<file path="src/rtl/toggle_counter.sv">
// toggle_counter: WIDTH-bit register bank built from per-bit toggle stages.
// Acts as a T-register (mode 00), up counter (01), down counter (10) or
// parallel-load register (11). q and ovf are registered; tc is combinational
// from q and mode so stages can be cascaded with tc & en as a carry-enable.
module toggle_counter #(
    parameter int unsigned      WIDTH     = 4,
    parameter bit               SATURATE  = 1'b0,
    parameter logic [WIDTH-1:0] RESET_VAL = '0
) (
    input  logic             clk,
    input  logic             rst_n,
    input  logic             en,
    input  logic [1:0]       mode,
    input  logic [WIDTH-1:0] t_in,
    input  logic [WIDTH-1:0] d_in,
    output logic [WIDTH-1:0] q,
    output logic             tc,
    output logic             ovf
);

    localparam logic [1:0] MODE_TOGGLE = 2'b00;
    localparam logic [1:0] MODE_UP     = 2'b01;
    localparam logic [1:0] MODE_DOWN   = 2'b10;
    localparam logic [1:0] MODE_LOAD   = 2'b11;

    logic [WIDTH-1:0] q_q, q_d;
    logic             ovf_q, ovf_d;
    logic [WIDTH-1:0] up_mask, dn_mask, t_mask;
    logic             at_max, at_min;

    assign at_max = &q_q;
    assign at_min = ~|q_q;

    // Counting toggle enables: bit i flips when all lower bits are 1 (up) or 0 (down).
    always_comb begin
        logic up_run;
        logic dn_run;
        up_run  = 1'b1;
        dn_run  = 1'b1;
        up_mask = '0;
        dn_mask = '0;
        for (int i = 0; i < int'(WIDTH); i++) begin
            up_mask[i] = up_run;
            dn_mask[i] = dn_run;
            up_run     = up_run & q_q[i];
            dn_run     = dn_run & ~q_q[i];
        end
    end

    // Select the toggle mask for the sampled mode; a saturated hold toggles nothing.
    always_comb begin
        t_mask = '0;
        ovf_d  = 1'b0;
        if (en) begin
            case (mode)
                MODE_TOGGLE: t_mask = t_in;
                MODE_UP: begin
                    t_mask = up_mask;
                    if (at_max) begin
                        ovf_d = 1'b1;
                        if (SATURATE) t_mask = '0;
                    end
                end
                MODE_DOWN: begin
                    t_mask = dn_mask;
                    if (at_min) begin
                        ovf_d = 1'b1;
                        if (SATURATE) t_mask = '0;
                    end
                end
                default: t_mask = '0;
            endcase
        end
        q_d = q_q ^ t_mask;
        if (en && (mode == MODE_LOAD)) q_d = d_in;
    end

    // State register; reset forces RESET_VAL and clears the overflow pulse immediately.
    always_ff @(posedge clk or negedge rst_n) begin
        if (!rst_n) begin
            q_q   <= RESET_VAL;
            ovf_q <= 1'b0;
        end else begin
            q_q   <= q_d;
            ovf_q <= ovf_d;
        end
    end

    assign q   = q_q;
    assign ovf = ovf_q;
    assign tc  = ((mode == MODE_UP) && at_max) || ((mode == MODE_DOWN) && at_min);

endmodule
</file>
<file path="config.mk">
export PLATFORM = sky130hd
export DESIGN_NAME = toggle_counter
export DESIGN_NICKNAME = d
export VERILOG_FILES = /design/src/rtl/toggle_counter.sv
export SDC_FILE = /design/constraint.sdc
export NUM_CORES = 1
export LEC_CHECK = 0
export ABC_AREA = 1
export ABC_CLOCK_PERIOD_IN_PS = 1300
export CAP_MARGIN = 0
export CELL_PAD_IN_SITES_DETAIL_PLACEMENT = 1
export CELL_PAD_IN_SITES_GLOBAL_PLACEMENT = 1
export CORE_MARGIN = 2
export CORE_UTILIZATION = 27
export DETAILED_ROUTE_END_ITERATION = 7
export HOLD_SLACK_MARGIN = 0.05
export PLACE_DENSITY = 0.73
export SLEW_MARGIN = 5
export SYNTH_ARGS = -nofsm -noshare
export SYNTH_HDL_FRONTEND = slang
export SYNTH_SLANG_ARGS = --single-unit
export TNS_END_PERCENT = 100
</file>
<file path="constraint.sdc">
create_clock -name clk -period 1.3 [get_ports clk]
set_input_delay 0.26 -clock clk [delete_from_list [all_inputs] [get_ports clk]]
set_output_delay 0.26 -clock clk [all_outputs]
set_load 0.01 [all_outputs]
</file>
==> results.yml <==
sta:
  min_period_over_period_pct: 117.2
  rsz0062_at_grt: "yes"
  setup_viol: 5
  finalClockSkew_ns: 0.005452
  period_needed_ns: 1.524
  timing.fmax_ghz: 0.6561
  slew_headroom_pct: 84.96
  tightest_slew_ns: 0.2249
  drv_slew: 0
  hold_viol_final: 0
  finalWorstSetupSlack_ns: -0.2241
setup_path:
  startpoint_type: "register"
  arrival_ns: 1.26
  slowest_delay_ns: 0.45
  cp_cell_sequence: "nor2_4, nand3_2, mux2i_4, buf_6"
  cp_num_buf_inv: 1
  end_kind: "primary output"
  cpMaxStageDelayCell: "dfrtp_2"
  crit_required_ns: 1.04
  worst-setup-path-type: "register to primary output"
  crit_family: "flip-flops"
  cp_max_fo: 3
floorplan:
  dieHeight_um: 44.62
  pin_count: 19
  start_util_pct: 29.23
  fp.dieW_um: 44.62
  die-area_mm2: 0.001991
  rows: 14
  core_area_mm2: 0.001524
route:
  drtIter0Drc: 12
  via_count: 598
  avgRoutedWirePerCell_um: 16.18
  ant_nets: 0
  drt_first_pass_iters: 4
  vias_per_cell: 4.823
  drt_wl_total_um: 2006
  drc: 0
synthesis:
  postSynthCellCount: 58
  avgSynthCellArea_um2: 7.680
  ys_async_sr_fraction_pct: 100.0
  synth_top_area_share_pct: 28.09
  synthFlopType: "dfrtp_1"
  syn_area_um2: 445.4
  synth_most_common_cell: "nand2_1"
  synthTopCellsByCount: "nand2_1, inv_1, nand3_1"
  yosysSeqAreaShare_pct: 28.09
  ys_ff_latch: 5
  yosysTopAreaCell: "dfrtp_1"
  synthTopCellsByArea: "dfrtp_1, nand2_1, ha_1, nand3_1, inv_1"
  synth_cell_types: 16
  yosys_warnings: 0
  synth-edff-count: 0
  synth.net_count: 76
cts:
  htreeDepth: 1
  cts_buffers: 3
  clk_pin_slew_ns: 0.05
  cts_buffer_depth: 2
  clock_latency_ns: 0.26
  cts.sinks: 5
  cts_tree: "built"
  cts_root_buf: "clkbuf_4"
layout:
  fin_util_pct: 61.17
  syn_to_final_growth_pct: 109.3
  drive_above_1_share_pct: 50.93
  nets: 127
  seqCellArea_um2: 127.6
  multiInputGateArea_um2: 339.1
  fin_area_um2: 932.1
  num_antenna_cells: 0
  fillerInstances: 183
pwr:
  p_leak_nw: 0.4897
  powerDensity_mw_per_mm2: 1410
  irDropWorstVdd_v: 0.0005849
global_routing:
  grt_pass1_vias: 612
  top_usage_layer: "met2"
  use_met1_pct: 17.33
  gr-usage-met2_pct: 34.78
  grtUsageMet3_pct: 4.898
  grt_antenna_before_repair: 0
  grt_pass1_wl_um: 2504
  grt_max_degree: 6
  groute.usage.overall_pct: 18.93
  gr-total-overflow: 0
place:
  gp_congestion: 0.6946
  placed_cell_area_um2: 780.7
  portBuffers: 18
  dpl.hpwl_um: 1096
outcome:
  status: "finished with violations"
  violations: "setup timing"
job:
  cap_violations: 0
hold_path:
  hold_class: "input pin to asynchronous set/reset pin"
## cell type report
class / instances / share of cell area (%)
timing repair buffer: 46 / 41.74
tap: 16 / 2.148
multi-input combinational: 45 / 36.38
clock buffer: 4 / 2.819
inverter: 8 / 3.221
sequential: 5 / 13.69
## state kept, by name, indices dropped and copies added, names as in the netlist
name and flops:
ovf 1, q 4
## metrics by stage
| step | hold WS [ns] | setup WS, ns | power, mW | std cells | TNS [ns] |
|---|---|---|---|---|---|
| 2_1_floorplan | -0.03559 | 0.1199 | 0.4849 | 58 | 0 |
| 3_3_place_gp | 0.4963 | -0.8052 | 0.8140 | 110 | -3.212 |
| 3_5_place_dp | 0.4996 | -0.8636 | 0.8364 | 110 | -3.495 |
| 4_1_cts | 0.2255 | -0.1960 | 1.108 | 120 | -0.2613 |
| 5_1_grt | 0.2097 | -0.2918 | 1.386 | 124 | -0.8335 |
| 6_report | 0.2177 | -0.2241 | 1.315 | 124 | -0.5364 |
## cell families after synthesis
group / after synthesis / synth area share [%]
simple gates: 35 / 40.73
flops: 5 / 28.09
compound gates: 3 / 3.368
buf+inv: 8 / 6.742
xor+xnor: 1 / 1.967
fa+ha+maj: 5 / 14.04
mux: 1 / 5.056
## report_power, final
part	switching (mW)	leakage, nW	internal (mW)
combinational	0.351	0.415	0.477
clock	0.0798	0.0150	0.117
sequential	0.0779	0.0592	0.212
## cell usage in the layout, fill, tap and decap left out, types with 2 or more instances in the layout
cell type / n
buf_2: 2
buf_4: 26
buf_6: 5
clkbuf_4: 3
clkdlybuf4s50_1: 10
dfrtp_1: 3
dfrtp_2: 2
dlygate4sd2_1: 2
ha_1: 2
ha_2: 2
inv_1: 7
nand2_1: 18
nand2_2: 2
nand3_1: 5
nand3_2: 5
nor2_4: 3
## worst register-to-register path, cell delays in order, from the launching register on
cell and delay (ns):
dfrtp_2 0.45, nor2_4 0.15, nand3_2 0.11, mux2i_4 0.17, buf_4 0.13, buf_4 0.11, nand2_2 0.06, nor2_4 0.09
## final timing paths
kind	from	endpoint	slack, ns	cells past startpoint
hold / removal	rst_n	ovf	0.22	1
setup / recovery	q[1]	tc	-0.22	4
min in group clk	d_in[1]	q[1]	0.56	3
hold reg to reg	q[2]	q[2]	0.69	3
max in group asynchronous	rst_n	q[0]	0.88	1
setup reg to reg	q[1]	ovf	-0.04	7
## per-layer routing
layer | wire [um] | vias to the layer above | share of wire (%)
met5 | 0 | - | 0
met4 | 130 | 0 | 6.5
met3 | 55 | 10 | 2.7
met2 | 1069 | 19 | 53
met1 | 751 | 284 | 37
li1 | - | 285 | -
## repair_timing
item,in CTS,in global routing
gates resized for setup,30,15
hold buffers,0,0
pin swaps,1,7
gates cloned,0,0
endpoints found under the setup margin,11,6
buffers inserted,6,5
Note: power is estimated with default switching activity, not from simulation.
